### src/rtl/nn_stream_loader.sv
// Host-side byte-serial frame transmitter for neural_network.
// Streams a banked frame with two changes strobes, then captures the result.
module nn_stream_loader #(
    parameter int DATA_W      = 8,
    parameter int N_INPUTS    = 4,
    parameter int N_NEURONS   = 4,
    parameter int ADDR_W      = 5,
    parameter int GAP_CYCLES  = 1,
    parameter int RESULT_WAIT = 2
) (
    input  logic              clk_i,
    input  logic              rst_ni,
    input  logic              wr_en_i,
    input  logic [ADDR_W-1:0] wr_addr_i,
    input  logic [DATA_W-1:0] wr_data_i,
    input  logic              start_i,
    output logic [DATA_W-1:0] data_out_o,
    output logic              changes_out_o,
    input  logic [DATA_W-1:0] net_result_i,
    output logic [DATA_W-1:0] result_o,
    output logic              result_valid_o,
    output logic              busy_o
);

    localparam int FRAME_LEN = N_INPUTS + N_NEURONS * (N_INPUTS + 2);
    localparam int WCNT_W    = 8;

    localparam logic [ADDR_W:0]   FRAME_LEN_X = (ADDR_W + 1)'(FRAME_LEN);
    localparam logic [ADDR_W-1:0] LAST_X      = ADDR_W'(N_INPUTS - 1);
    localparam logic [ADDR_W-1:0] LAST_P      = ADDR_W'(FRAME_LEN - 1);
    localparam logic [WCNT_W-1:0] GAP_LAST    = WCNT_W'(GAP_CYCLES - 1);
    localparam logic [WCNT_W-1:0] WAIT_LAST   = WCNT_W'(RESULT_WAIT - 1);

    typedef enum logic [2:0] {
        S_IDLE,
        S_SEND_X,
        S_STROBE1,
        S_GAP,
        S_SEND_P,
        S_STROBE2,
        S_WAIT,
        S_CAPTURE
    } state_t;

    state_t              state_q, state_d;
    logic [ADDR_W-1:0]   cnt_q, cnt_d;
    logic [WCNT_W-1:0]   wcnt_q, wcnt_d;
    logic [DATA_W-1:0]   data_q, data_d;
    logic                chg_q, chg_d;
    logic [DATA_W-1:0]   res_q, res_d;
    logic                valid_q, valid_d;
    logic                busy_q, busy_d;

    logic [DATA_W-1:0]   bank_q [FRAME_LEN];
    logic [DATA_W-1:0]   rd_byte;
    logic                wr_ok;

    // Bank writes only land while idle, so an active frame never sees a change.
    assign wr_ok = (state_q == S_IDLE) && wr_en_i
                   && ({1'b0, wr_addr_i} < FRAME_LEN_X);

    assign rd_byte = bank_q[cnt_q];

    always_ff @(posedge clk_i or negedge rst_ni) begin
        if (!rst_ni) begin
            for (int i = 0; i < FRAME_LEN; i++) begin
                bank_q[i] <= '0;
            end
        end else if (wr_ok) begin
            bank_q[wr_addr_i] <= wr_data_i;
        end
    end

    always_ff @(posedge clk_i or negedge rst_ni) begin
        if (!rst_ni) begin
            state_q <= S_IDLE;
            cnt_q   <= '0;
            wcnt_q  <= '0;
            data_q  <= '0;
            chg_q   <= 1'b0;
            res_q   <= '0;
            valid_q <= 1'b0;
            busy_q  <= 1'b0;
        end else begin
            state_q <= state_d;
            cnt_q   <= cnt_d;
            wcnt_q  <= wcnt_d;
            data_q  <= data_d;
            chg_q   <= chg_d;
            res_q   <= res_d;
            valid_q <= valid_d;
            busy_q  <= busy_d;
        end
    end

    // State names the action taken on the next edge; outputs are registered.
    always_comb begin
        state_d = state_q;
        cnt_d   = cnt_q;
        wcnt_d  = wcnt_q;
        data_d  = '0;
        chg_d   = 1'b0;
        res_d   = res_q;
        valid_d = 1'b0;
        busy_d  = busy_q;

        unique case (state_q)
            S_IDLE: begin
                busy_d = 1'b0;
                if (start_i) begin
                    state_d = S_SEND_X;
                    cnt_d   = '0;
                    busy_d  = 1'b1;
                end
            end
            S_SEND_X: begin
                data_d = rd_byte;
                cnt_d  = cnt_q + ADDR_W'(1);
                if (cnt_q == LAST_X) begin
                    state_d = S_STROBE1;
                end
            end
            S_STROBE1: begin
                chg_d  = 1'b1;
                wcnt_d = '0;
                if (GAP_CYCLES == 0) begin
                    state_d = S_SEND_P;
                end else begin
                    state_d = S_GAP;
                end
            end
            S_GAP: begin
                wcnt_d = wcnt_q + WCNT_W'(1);
                if (wcnt_q == GAP_LAST) begin
                    state_d = S_SEND_P;
                end
            end
            S_SEND_P: begin
                data_d = rd_byte;
                cnt_d  = cnt_q + ADDR_W'(1);
                if (cnt_q == LAST_P) begin
                    state_d = S_STROBE2;
                    cnt_d   = '0;
                end
            end
            S_STROBE2: begin
                chg_d  = 1'b1;
                wcnt_d = '0;
                if (RESULT_WAIT == 0) begin
                    state_d = S_CAPTURE;
                end else begin
                    state_d = S_WAIT;
                end
            end
            S_WAIT: begin
                wcnt_d = wcnt_q + WCNT_W'(1);
                if (wcnt_q == WAIT_LAST) begin
                    state_d = S_CAPTURE;
                end
            end
            S_CAPTURE: begin
                res_d   = net_result_i;
                valid_d = 1'b1;
                state_d = S_IDLE;
            end
            default: begin
                state_d = S_IDLE;
            end
        endcase
    end

    assign data_out_o     = data_q;
    assign changes_out_o  = chg_q;
    assign result_o       = res_q;
    assign result_valid_o = valid_q;
    assign busy_o         = busy_q;

endmodule
### config.mk
export PLATFORM = sky130hd
export DESIGN_NAME = nn_stream_loader
export DESIGN_NICKNAME = d
export VERILOG_FILES = /design/src/rtl/nn_stream_loader.sv
export SDC_FILE = /design/constraint.sdc
export NUM_CORES = 1
export LEC_CHECK = 0
export CELL_PAD_IN_SITES_DETAIL_PLACEMENT = 0
export CELL_PAD_IN_SITES_GLOBAL_PLACEMENT = 2
export CORE_MARGIN = 3
export CORE_UTILIZATION = 47
export CTS_BUF_LIST = sky130_fd_sc_hd__clkbuf_4
export DETAILED_ROUTE_END_ITERATION = 10
export GPL_ROUTABILITY_DRIVEN = 0
export PLACE_DENSITY_LB_ADDON = 0.1
export SYNTH_ARGS = -nofsm -noshare
export SYNTH_HDL_FRONTEND = slang
export SYNTH_SLANG_ARGS = --single-unit
### constraint.sdc
create_clock -name clk_i -period 2.95 [get_ports clk_i]
set_input_delay 0.4425 -clock clk_i [delete_from_list [all_inputs] [get_ports clk_i]]
set_output_delay 0.4425 -clock clk_i [all_outputs]
set_load 0.005 [all_outputs]
* After elaboration in Yosys (flattened, before gate mapping)
Cells that the tools add are included.
Storage, ports and cells: register bits after elaboration 259, bits of input ports 25, output and inout port bits 19, logic and storage cells 91
Cells by class: add/subtract/negate cells 2, $lt $le $gt $ge 4, equality and inequality tests 15, mux-type cells 20, bitwise operators 2, reduce and logical (&&, ||, !) cells 12
Operators with widths (number):
- $bwmux W224 | 1
- $bmux W8 S5 | 1
- $demux W8 S5 | 1
- $mux W8 | 4
- $pmux W3 S8 | 1
- $pmux W8 S2 | 1
- $mux W3 | 5
- $pmux W5 S3 | 1
- $eq A3 B3 Y1 const B | 4
- $ge A6 B6 Y1 const B | 2
- $not A5 Y6 | 2
- $mux W5 | 2
- $ne A2 B2 Y1 const B | 5
- $add A8 B1 Y8 const B | 1
- $eq A8 B1 Y1 const B | 1
- $logic_not A8 Y1 | 1
- $eq A3 B2 Y1 const B | 2
- $lt A6 B1 Y1 const B | 1
- $reduce_or A2 Y1 | 3
- $add A5 B1 Y5 const B | 1
- $eq A5 B2 Y1 const B | 1
- $eq A5 B5 Y1 const B | 1
- $lt A5 B5 Y1 const B | 1
- $reduce_and A5 Y1 | 1
- 7 further kinds | 11

* Longest topological paths before layout
word-level depth 6, depth in mapped cells 7, depth with buffers taken out 6

* Worst setup path before layout
OpenSTA, ideal clock, no wires.
path kind reg-to-reg, start register state_q[2], end register bank_q[184] (netlist name), library setup time 0.125 ns, data arrival time 2.104 ns, required time 2.825 ns, path slack 0.721 ns, cell stages (with the launch flop) 8, path buffers 3, clock period less this slack 2.229 ns, cell sequence dfrtp_1 -> buf_6 -> or4b_4 -> or3_4 -> buf_8 -> nor2b_4 -> buf_6 -> mux2_4
Between the ends: cells in the longest elaborated chain, start to end 3
Ends and longest elaborated chain:
- start: declaration | RTL line 45 | state_t state_q, state_d;
- start signal: assignment | RTL line 85 | state_q <= state_d;
- $logic_not A3 Y1 | RTL line 59 | assign wr_ok = (state_q == S_IDLE) && wr_en_i
- $logic_and A1 B1 Y1 | RTL line 59
- $logic_and A1 B1 Y1 | RTL line 60 | && ({1'b0, wr_addr_i} < FRAME_LEN_X);
- end signal: indexed assignment | RTL line 70 | bank_q[wr_addr_i] <= wr_data_i;
- end: declaration | RTL line 54 | logic [DATA_W-1:0] bank_q [FRAME_LEN];
Every way passes these cells. A chain may end at the register's enable or synchronous reset.

* Final worst setup path
start register cnt_q[3], end register data_q[3], in the netlist data_out_o[3]
Between the ends: cells in the longest elaborated chain, start to end 5
Ends and longest elaborated chain:
- start: declaration | RTL line 46 | logic [ADDR_W-1:0] cnt_q, cnt_d;
- start signal: assignment | RTL line 86 | cnt_q <= cnt_d;
- $not A5 Y6 (not written as such) | RTL line 62 | assign rd_byte = bank_q[cnt_q];
- $bmux W8 S5 | RTL line 62
- $mux W8 (not written as such) (2 in a row) | RTL line 62
- $mux W8 | RTL line 107 | unique case (state_q)
- via data_d[3] | RTL line 48 | logic [DATA_W-1:0] data_q, data_d;
- end signal: assignment | RTL line 88 | data_q <= data_d;
- end: declaration | RTL line 48
The timed path passes the listed nets, and every way through them passes these cells. The select of a mux whose other input is x is not followed.

==> reports/metrics.yaml <==
synth:
  ys_ff_latch: 259
  synth_ff_type: "dfrtp_1"
  synth_most_common_cell: "dfrtp_1"
  syn_area_per_cell_um2: 14.7
  postSynthNetCount: 848
  synth_top_area_cell: "dfrtp_1"
  synth_async_sr_flop_share: 1.00
  yosysTopAreaCellShare: 0.537
  synth_warnings: 0
  ys_seq_area_frac: 0.537
  synth_cells: 819
  synthTopCellsByArea: "dfrtp_1, mux2_2, mux4_2, mux2_4, mux2i_1"
  ys_top_cells_by_count: "dfrtp_1, mux2_2, mux4_2"
  netlist-cell-type-count: 56
  synth_area_mm2: 0.0121
  synth-edff-count: 0
timing:
  min_period_ns: 2.60
  tightest_slew_ns: 1.06
  final_max_slew_viol_count: 0
  timing.slew.headroom: 0.289
  setup_viol: 0
  timing.fmax_mhz: 385
  skew_ns: 0.0374
  fin_ws_ns: 0.353
  rsz0062_at_grt: "false"
  hold_viol: 0
  tns_ns: 0
  finalCritPeriodShare: 0.880
floorplanning:
  die_w_um: 166
  die_h_um: 166
  core-area_mm2: 0.0252
  initial_core_util: 0.479
  io_pins: 44
  die-area_mm2: 0.0276
  row_count: 58
setup_path:
  rrSetupSlack_ns: 0.35
  critPathRequiredTime_ns: 3.46
  worstSetupPathType: "reg2reg"
  endpoint_kind: "flip-flop"
  crit_top_cell: "a22oi_1"
  worstPathArrival_ns: 3.10
  path_cells: "nor2_1 > and3_1 > a22oi_1 > a22oi_1"
  slowest_stage: "nor2_1"
  critPathLaunchType: "flip-flop"
  worst-path-max-fanout: 11
  slowest_delay_ns: 0.86
global_routing:
  antenna_found_initial: 1
  grt-ovfl-total: 0
  grt_pass1_vias: 8160
  grt_max_degree: 78
  track_usage: 0.215
  grt_pass1_wl_mm: 46.5
clocking:
  numCtsBuffers: 73
  cts_hold_buf: 1
  cts_tree: "built"
  htree_levels: 3
  cts.sinks: 259
  cts-root-buf: "clkbuf_4"
  cts_max_path_buffers: 3
  cts_resized: 0
  clk_pin_slew_ns: 0.07
  clk_latency_ns: 0.65
  postCtsSetupRepairBufs: 0
route:
  final_antenna_net_count: 0
  via_per_inst: 5.69
  drcViolationCount: 0
  wire_per_inst_um: 22.3
  firstDrtPassIters: 5
  dr.first_iter.drc_count: 530
  vias: 7443
  routed_wl_mm: 29.1
placed_design:
  dp.cells: 1180
  numPortBuffers: 43
  dpl.hpwl_mm: 19.3
  pre_cts_slack_ns: 0.151
layout:
  layout-drive-gt1-share: 0.461
  synthToLayoutAreaGrowth_pct: 16.0
  nets: 955
  fin_cells: 1307
power:
  leakagePower_nw: 6.63
  peakVddDrop_v: 0.000373
  p_per_area_mw_per_mm2: 775
run:
  maxCapViolations: 0
hold_path:
  holdCritPathClass: "in2async"
outcome:
  outcome: "finished, final reports clean"
==> registers in the layout (all words and copies together), names as in the netlist <==
name / count
wcnt_q: 8
cnt_q: 5
busy_o: 1
data_out_o: 8
result_valid_o: 1
state_q: 3
changes_out_o: 1
result_o: 8
bank_q: 224
==> where the power goes <==
group          leakage, nW  internal (mW)  switching (mW)  total [mW]
clock network        0.540           1.74            1.42        3.16
logic                 2.57           1.55            1.42        2.98
registers             3.53           4.27           0.448        4.71
==> layer usage <==
layer / track usage / wire [µm]
met4: 0.0678 / 614
met1: 0.303 / 13300
met5: 0 / 0
met3: 0.0476 / 1350
met2: 0.338 / 13900
==> cell families (layout without fill, tap and decap cells) <==
logic type	count (synthesis)	in the layout	share of synthesized area
fa+ha+maj	4	4	0.00415
simple gates	103	103	0.0590
other cells	0	1	0
buf+inv	68	225	0.0255
flops	259	259	0.537
compound gates	75	75	0.0444
mux	307	307	0.328
xor+xnor	3	3	0.00218
==> path summary, 6_finish.rpt <==
| kind | from | endpoint | cells after the start |
|---|---|---|---|
| min reg2reg | wcnt_q[6] | wcnt_q[6] | 1 |
| max | cnt_q[3] | data_out_o[3] | 4 |
| max reg2reg | cnt_q[3] | data_out_o[3] | 4 |
| max in group asynchronous | rst_ni | bank_q[114] | 3 |
| min | rst_ni | bank_q[38] | 2 |
| min in group clk_i | net_result_i[7] | result_o[7] | 2 |
==> through the flow <==
stage	power (mW)	util	instance area, µm²	hold slack (ns)
floorplan	6.64	-	12100	0.147
global placement	7.68	0.520	13100	0.452
detailed placement	7.79	0.520	13100	0.469
CTS	11.0	0.556	14000	0.342
global route	11.5	0.556	14000	0.384
finish	10.8	0.556	14000	0.370
==> cell type report <==
class                   instances  area [µm²]
fillers                      2049       11200
flip-flops and latches        259        6490
multi-input cells             492        5280
repair buffers                 93         888
clock buffers                 107         803
well taps                     330         413
clock inverters                18        96.3
inverters                       7        26.3
diodes                          1        2.50
==> placed cells by master (no fill, tap or decap), drive strengths merged, types with 11 or more instances in the layout <==
| cell | instances |
|---|---|
| mux2 | 234 |
| o21ai | 11 |
| buf | 50 |
| clkdlybuf4s50 | 42 |
| nor2 | 15 |
| a22oi | 24 |
| mux2i | 33 |
| clkinv | 16 |
| mux4 | 40 |
| nand2 | 29 |
| dfrtp | 259 |
| clkbuf | 107 |
==> worst max-delay path, delay by kind of cell, from the launching register on <==
kind             cells  cell delay, ns
AO/OA/AOI/OAI        2            0.53
flip-flops           1            0.51
AND/OR/NAND/NOR      2            1.40
Note: power is estimated with default switching activity, not from simulation.
